## config.mk

```make
export PLATFORM = sky130hd
export DESIGN_NAME = arbiter_rr
export DESIGN_NICKNAME = d
export VERILOG_FILES = /design/src/rtl/arbiter_rr_pkg.sv /design/src/rtl/arbiter_rr_decoder.sv /design/src/rtl/arbiter_rr.sv
export SDC_FILE = /design/constraint.sdc
export NUM_CORES = 1
export LEC_CHECK = 0
export CAP_MARGIN = 10
export CORE_MARGIN = 3
export CORE_UTILIZATION = 45
export CTS_CLUSTER_SIZE = 20
export DETAILED_ROUTE_END_ITERATION = 8
export DONT_BUFFER_PORTS = 1
export SYNTH_ARGS = -nofsm -noshare
export SYNTH_HDL_FRONTEND = slang
export SYNTH_SLANG_ARGS = --single-unit
```

## constraint.sdc

```tcl
create_clock -name clk_i -period 3.4 [get_ports clk_i]
set_input_delay 0.17 -clock clk_i [delete_from_list [all_inputs] [get_ports clk_i]]
set_output_delay 0.17 -clock clk_i [all_outputs]
set_load 0.05 [all_outputs]
```

## src/rtl/arbiter_rr_pkg.sv

```systemverilog
// Shared definitions for the round-robin arbiter.
//   arb_state_e : two-state controller encoding (IDLE / GRANT)
//   arb_clog2   : constant-evaluable ceil(log2) used to size the grant timer
package arbiter_rr_pkg;

    typedef enum logic {
        ST_IDLE  = 1'b0,
        ST_GRANT = 1'b1
    } arb_state_e;

    // ceil(log2(value)), with a minimum result of 1 so a counter is never zero-width.
    function automatic int arb_clog2(input int value);
        int res;
        int v;
        res = 0;
        v   = value - 1;
        while (v > 0) begin
            res = res + 1;
            v   = v >> 1;
        end
        if (res < 1) begin
            res = 1;
        end
        return res;
    endfunction

endpackage

```

## src/rtl/arbiter_rr_decoder.sv

```systemverilog
// Index-to-select decoder for the arbiter grant vector.
//   idx_i : SEL_SIZE-bit owner index
//   raw_o : 2**SEL_SIZE-bit select; one-hot (ONE_COLD=0) or one-cold (ONE_COLD=1)
// The arbiter gates this with its valid flag; the decoder itself is purely combinational.
module arbiter_rr_decoder #(
    parameter int SEL_SIZE = 2,
    parameter int ONE_COLD = 0
) (
    input  logic [SEL_SIZE-1:0]        idx_i,
    output logic [(2**SEL_SIZE)-1:0]   raw_o
);

    logic [(2**SEL_SIZE)-1:0] onehot;

    always_comb begin
        onehot        = '0;
        onehot[idx_i] = 1'b1;
        raw_o         = (ONE_COLD != 0) ? ~onehot : onehot;
    end

endmodule

```

## src/rtl/arbiter_rr.sv

```systemverilog
// Round-robin arbiter sharing one resource among 2**SEL_SIZE requesters.
// A grant is held until the owner strobes done, drops its request, or the grant
// has lasted TMO_CNT cycles; priority then rotates to the requester after the owner.
//   clk_i  : clock, rising edge
//   rst_i  : synchronous active-high reset
//   req_i  : level-held request vector, bit n = requester n
//   done_i : owner done strobe, only looked at while granting
//   gnt_o  : decoded grant (one-hot / one-cold), inactive pattern when not valid
//   idx_o  : index of current or most recent owner
//   vld_o  : grant active
//   tout_o : one-cycle pulse after a grant was revoked purely by timeout
//
// state    | meaning
// ST_IDLE  | no owner; searches requests from the rotating pointer
// ST_GRANT | idx_q owns the resource; timer counts grant length
module arbiter_rr
    import arbiter_rr_pkg::*;
#(
    parameter int SEL_SIZE = 2,
    parameter int ONE_COLD = 0,
    parameter int TMO_CNT  = 255
) (
    input  logic                       clk_i,
    input  logic                       rst_i,
    input  logic [(2**SEL_SIZE)-1:0]   req_i,
    input  logic                       done_i,
    output logic [(2**SEL_SIZE)-1:0]   gnt_o,
    output logic [SEL_SIZE-1:0]        idx_o,
    output logic                       vld_o,
    output logic                       tout_o
);

    localparam int REQ_SIZE = 2**SEL_SIZE;
    localparam int CNT_W    = arb_clog2(TMO_CNT + 1);
    localparam logic [CNT_W-1:0] CNT_LAST = CNT_W'(TMO_CNT - 1);

    arb_state_e           state_q, state_d;
    logic [SEL_SIZE-1:0]  ptr_q,   ptr_d;
    logic [SEL_SIZE-1:0]  idx_q,   idx_d;
    logic                 vld_q,   vld_d;
    logic                 tout_q,  tout_d;
    logic [CNT_W-1:0]     cnt_q,   cnt_d;

    logic                 rel_done;
    logic                 rel_drop;
    logic                 rel_tmo;
    logic [REQ_SIZE-1:0]  gnt_raw;

    // First set request at or after ptr, wrapping; index arithmetic wraps
    // naturally in SEL_SIZE bits. Only consulted when req is non-zero.
    function automatic logic [SEL_SIZE-1:0] rr_pick(
        input logic [REQ_SIZE-1:0] req,
        input logic [SEL_SIZE-1:0] ptr
    );
        logic [SEL_SIZE-1:0] cand;
        logic [SEL_SIZE-1:0] pick;
        logic                found;
        pick  = ptr;
        found = 1'b0;
        for (int i = 0; i < REQ_SIZE; i++) begin
            cand = ptr + SEL_SIZE'(i);
            if (!found && req[cand]) begin
                pick  = cand;
                found = 1'b1;
            end
        end
        return pick;
    endfunction

    always_comb begin
        rel_done = done_i;
        rel_drop = ~req_i[idx_q];
        rel_tmo  = (cnt_q == CNT_LAST);
    end

    always_comb begin
        state_d = state_q;
        ptr_d   = ptr_q;
        idx_d   = idx_q;
        vld_d   = vld_q;
        tout_d  = 1'b0;
        cnt_d   = cnt_q;

        case (state_q)
            ST_IDLE: begin
                if (|req_i) begin
                    state_d = ST_GRANT;
                    idx_d   = rr_pick(req_i, ptr_q);
                    vld_d   = 1'b1;
                    cnt_d   = '0;
                end
            end

            ST_GRANT: begin
                cnt_d = cnt_q + 1'b1;
                if (rel_done || rel_drop || rel_tmo) begin
                    state_d = ST_IDLE;
                    vld_d   = 1'b0;
                    ptr_d   = idx_q + 1'b1;
                    cnt_d   = '0;
                    // Timeout is reported only when neither done nor a request
                    // drop would have ended the grant on the same cycle.
                    tout_d  = rel_tmo && !rel_done && !rel_drop;
                end
            end

            default: begin
                state_d = ST_IDLE;
                vld_d   = 1'b0;
            end
        endcase
    end

    always_ff @(posedge clk_i) begin
        if (rst_i) begin
            state_q <= ST_IDLE;
            ptr_q   <= '0;
            idx_q   <= '0;
            vld_q   <= 1'b0;
            tout_q  <= 1'b0;
            cnt_q   <= '0;
        end else begin
            state_q <= state_d;
            ptr_q   <= ptr_d;
            idx_q   <= idx_d;
            vld_q   <= vld_d;
            tout_q  <= tout_d;
            cnt_q   <= cnt_d;
        end
    end

    arbiter_rr_decoder #(
        .SEL_SIZE (SEL_SIZE),
        .ONE_COLD (ONE_COLD)
    ) u_decoder (
        .idx_i (idx_q),
        .raw_o (gnt_raw)
    );

    always_comb begin
        if (vld_q) begin
            gnt_o = gnt_raw;
        end else begin
            gnt_o = (ONE_COLD != 0) ? '1 : '0;
        end
    end

    assign idx_o  = idx_q;
    assign vld_o  = vld_q;
    assign tout_o = tout_q;

endmodule

```

* Yosys cells after proc, flatten, opt, wreduce, memory -nomap -nowiden *
Index checks and enable logic that the tools add are counted.

storage, ports and cells
  logic and storage cells = 74
  bits in registers = 15
  input bits = 7
  output and inout port bits = 8

operators by class
  $add $sub $neg = 5
  mux-type cells = 34
  reduce and logical (&&, ||, !) cells = 17
  equal/unequal tests = 3
  $lt $le $gt $ge = 6
  bitwise gates (word level) = 3

operator list
  kind                                                               count
  2-to-1 mux 1 bit                                                   19
  2-to-1 mux 8 bit                                                   2
  one-hot mux 8 bit (2 select lines)                                 1
  less-than comparator 2 x 3 -> 1 bit, second input constant         5
  binary-select mux 1 bit (select 2 bit)                             5
  adder 8 x 1 -> 8 bit, second input constant                        1
  == test 8 bit, second input constant                               1
  logical AND 1 bit                                                  6
  2-to-1 mux 2 bit                                                   3
  AND reduction 2 bit                                                3
  adder 2 x 1 -> 2 bit, second input constant                        2
  adder 2 bit, second input constant                                 2
  zero test 1 bit                                                    4
  2-to-1 mux 4 bit                                                   1
  one-hot mux 1 bit (2 select lines)                                 2
  OR reduction 4 bit                                                 1
  inverter 1 bit                                                     3
  OR reduction 3 bit                                                 1
  demux 1 bit (select 2 bit)                                         1
  greater-or-equal comparator 2 x 1 -> 1 bit, second input constant  1
  logical OR 1 bit                                                   2
  inequality test 2 x 1 -> 1 bit, second input constant              1
  inequality test 2 bit, second input constant                       1

* Logic depth before layout (Yosys ltp) *
  depth in word-level cells = 18
  mapped depth = 6
  mapped depth without buffers = 5

* Hierarchy *
From an unflattened synthesis, not the netlist that was laid out.

second synthesis, totals
  cells, all modules = 113
  area total of the unflattened synthesis = 913.4 um2

modules (own cells, without submodules)
  module              sequential area each (um2)  times used  area each (um2)  cells an instance
  arbiter_rr          300.3                       1           887.1            109
  arbiter_rr_decoder  0.0                         1           26.3             4

* Least setup slack after synthesis *
OpenSTA, ideal clock, no wires.

  kind = reg2reg
  start point = register idx_q[0] (netlist: idx_o[0])
  end point = register ptr_q[0]
  required time = 3.279 ns
  period minus slack after synthesis = 1.942 ns
  setup slack = 1.458 ns
  setup time = 0.121 ns
  arrival time = 1.821 ns
  path buffers = 0
  stages on the path, launching flop included = 5
  cell sequence = dfxtp_1 -> mux2i_1 -> o22ai_1 -> a21boi_2 -> mux2_2

on the way
  longest elaborated chain between the ends = 6
  elaborated cells on any way between the ends = 7
  classes of those cells = add/sub: 1; mux: 2; bitwise: 1; reduce/logical: 3

RTL lines
  element                                 RTL line           source
  start: declaration                      arbiter_rr.sv:39   logic [SEL_SIZE-1:0] idx_q, idx_d;
  start signal: assignment                arbiter_rr.sv:125  idx_q <= idx_d;
  binary-select mux 1 bit (select 2 bit)  arbiter_rr.sv:72   rel_drop = ~req_i[idx_q];
  2-to-1 mux 1 bit (implied by the code)  arbiter_rr.sv:72
  inverter 1 bit                          arbiter_rr.sv:72
  logical OR 1 bit (2 in a row)           arbiter_rr.sv:96   if (rel_done || rel_drop || rel_tmo) begin
  AND reduction 2 bit (no source line)    -
  end signal: assignment                  arbiter_rr.sv:124  ptr_q <= ptr_d;
  end: declaration                        arbiter_rr.sv:38   logic [SEL_SIZE-1:0] ptr_q, ptr_d;

Parallel ways exist; a longest one is shown, timed or not. The select of a mux whose other input is x is not followed.
A chain may end at the register's enable or synchronous reset.

* Worst setup path in the final report *
  start point = register idx_q[1] (netlist: idx_o[1])
  end point = register cnt_q[7]

on the way
  longest elaborated chain between the ends = 7

RTL lines
  element                                 RTL line           source
  binary-select mux 1 bit (select 2 bit)  arbiter_rr.sv:72
  2-to-1 mux 1 bit (implied by the code)  arbiter_rr.sv:72
  inverter 1 bit                          arbiter_rr.sv:72
  logical OR 1 bit (2 in a row)           arbiter_rr.sv:96
  2-to-1 mux 8 bit                        arbiter_rr.sv:96
  one-hot mux 8 bit (2 select lines)      arbiter_rr.sv:84   case (state_q)
  end signal: assignment                  arbiter_rr.sv:128  cnt_q <= cnt_d;
  end: declaration                        arbiter_rr.sv:42   logic [CNT_W-1:0] cnt_q, cnt_d;

Every way passes these cells. The select of a mux whose other input is x is not followed.

==> qor.yml <==
worst_setup_path:
  critical_path.startpoint_type: "flop"
  worstPathMaxFanout: 13
  crit_path_end_kind: "flop"
  cpLargestDelayFamily: "flip-flops"
  setup.worst_path.class: "reg2reg"
  critical_path.max_stage_delay_ns: 0.77
  crit_slowest_cell: "dfxtp_1"
  cp.required_ns: 3.62
  crit_chain: "nand2_1, o32ai_4, or4b_1, o21ai_1"
  cp.arrival_ns: 2.30
  path_buf_inv: 0
finish:
  final_common_cell: "dfxtp_1"
  fin_area_um2: 1030
  area_growth_pct: 6.04
  nets: 132
  final_layout_size_suffix_gt1_share_pct: 11.9
  multiInputGateArea_um2: 609
  seqCellArea_um2: 300
  utilization_pct: 51.6
  layout_common_cells: "15 x dfxtp_1, 12 x inv_1, 7 x nand2_1, 7 x nor2_1"
  antennaDiodeCount: 0
  fillers: 213
sta:
  rsz0062_at_grt: "no"
  finalCritPeriodShare_pct: 61.1
  hold_viol: 0
  fmax_mhz: 481
  finalSetupTns_ns: 0
  worst_slack_ns: 1.32
  layout_min_cycle_time_ns: 2.08
  slew_viol_final: 0
  setup_viol: 0
  relSlewSlack_pct: 54.8
  worstMarginPinSlew_ns: 0.677
  fin_skew_ns: 0.00526
synthesis:
  synth_fp_nets: 128
  synth_edf_count: 0
  synth_warnings: 0
  synth.area.mux_share_pct: 5.27
  synthCells: 115
  syn_area_um2: 973
  ys_ff_latch: 15
  async_reset_ff_share_pct: 0
  synth_compound_area_share_pct: 20.8
  yosys.area_share.simple_pct: 27.9
  synth_ff_type: "dfxtp_1"
  avgSynthCellArea_um2: 8.46
  synth-adder-area-share_pct: 7.71
  synthXorXnorAreaFrac_pct: 0.900
  synth_cell_type_count: 38
  yosysSeqAreaShare_pct: 30.8
  synth_top_family_by_area: "simple AND/OR/NAND/NOR gates"
global_routing:
  grt_usage_pct: 16.3
  grt_max_degree: 14
  antenna_found_initial: 0
  grt_pass1_wl_mm: 3.42
  grt_pass1_vias: 836
  grt-ovfl-total: 0
placed_design:
  port-buffer-count: 0
  dpl_worst_slack_ns: 1.31
  gp_congestion: 0.737
  post_dp_cell_area_um2: 996
  dp_hpwl_mm: 1.45
floorplanning:
  die-height_um: 52.5
  initial_core_util_pct: 48.6
  die_w_um: 52.5
  die-area_um2: 2760
  io_pins: 15
  coreArea_um2: 2000
  rows: 16
clock_network:
  root_buffer: "clkbuf_4"
  cts_made_buffers: 3
  cts_num_sinks: 15
  cts_tree: "yes"
  cts_resized: 0
  clock_path_buffers: 2
  h-tree-depth: 1
  clk_latency_ns: 0.28
  path_clk_slew_ns: 0.09
route:
  wire_per_inst_um: 13.4
  drc_errors: 0
  viasPerCell: 5.72
  totalWireLength_mm: 1.94
  drt.antenna.violating_nets: 0
  drt_pass1_iterations: 4
  drtIter0Drc: 14
  num_vias: 829
min_path:
  hp-class: "in2reg"
status:
  status: "complete, no violations"
power_and_ir_drop:
  leakagePower_nw: 0.347
  ir_drop_uv: 218
  p_per_area_nw_per_um2: 351
job:
  maxCapViolations: 0
-- final timing paths --
path	from	to	slack [ns]	cells after the start
setup / recovery	idx_o[1]$_SDFFE_PP0P_	cnt_q[7]$_SDFFE_PP0P_	1.32	4
hold / removal	rst_i	cnt_q[7]$_SDFFE_PP0P_	0.06	2
setup reg to reg	idx_o[1]$_SDFFE_PP0P_	cnt_q[7]$_SDFFE_PP0P_	1.32	4
hold reg to reg	cnt_q[7]$_SDFFE_PP0P_	cnt_q[7]$_SDFFE_PP0P_	0.49	2
-- routing by layer --
metal  track usage (%)  wire [um]  up-vias
li1                  -          -      424
met1              20.0        855      388
met2              28.7        981       15
met3              2.85         94        2
met4              5.11         12        0
met5                 0          0        -
-- power by group --
part	total [mW]	switching (mW)	internal (mW)	leakage, nW
Combinational	0.0625	0.0374	0.0251	0.210
Clock	0.0999	0.0544	0.0455	0.0150
Sequential	0.200	0.0171	0.183	0.122
-- cell families (layout without fill, tap and decap cells) --
logic type / Yosys count / in the layout
and+or+nand+nor: 46 / 46
AOI/OAI and AO/OA: 27 / 27
DFF: 15 / 15
buffers and inverters: 15 / 18
adders and majority gates: 6 / 6
muxes: 5 / 5
xor gates and xnor gates: 1 / 1
-- synth_stat cells (all sizes together) (2+ instances only) --
cell | instances | share of area, %
a21oi | 5 | 2.6
nand3 | 7 | 4.1
nand2b | 3 | 1.9
or4b | 2 | 2.1
and2 | 4 | 2.6
a31oi | 5 | 3.2
mux2i | 4 | 4.1
dfxtp | 15 | 31
nand4 | 3 | 1.9
or2 | 2 | 1.3
clkbuf | 2 | 0.77
nor3 | 4 | 2.1
inv | 12 | 4.6
o21ai | 5 | 2.6
nor3b | 2 | 1.5
o221ai | 3 | 2.7
ha | 6 | 7.7
nor2 | 7 | 2.7
nand2 | 7 | 2.7
-- flip-flops by register name (all words and copies together), names as in the netlist --
name	count
cnt_q	8
idx_o	2
ptr_q	2
state_q	1
tout_o	1
vld_o	1
-- timing repair --
| item | in CTS | in global routing |
|---|---|---|
| hold buffers | 1 | 0 |
| setup endpoints to repair | 0 | 0 |
| buffers inserted | 0 | 0 |
| endpoints found under the hold margin | 8 | 0 |
-- per-stage QoR --
| stage | hold WS (ns) | cells | power, mW |
|---|---|---|---|
| floorplan | 0.344 | 115 | 0.257 |
| global placement | 0.242 | 140 | 0.264 |
| detailed placement | 0.244 | 140 | 0.265 |
| CTS | 0.0622 | 145 | 0.366 |
| global route | 0.0741 | 145 | 0.379 |
| finish | 0.0630 | 145 | 0.362 |
-- area by class of cell --
class	instances	area share [%]
Clock buffer	4	2.55
Inverter	12	4.36
Multi-Input combinational cell	85	59.0
Sequential cell	15	29.1
Tap cell	27	3.27
Timing Repair Buffer	2	1.70
Note: power is estimated with default switching activity, not from simulation.
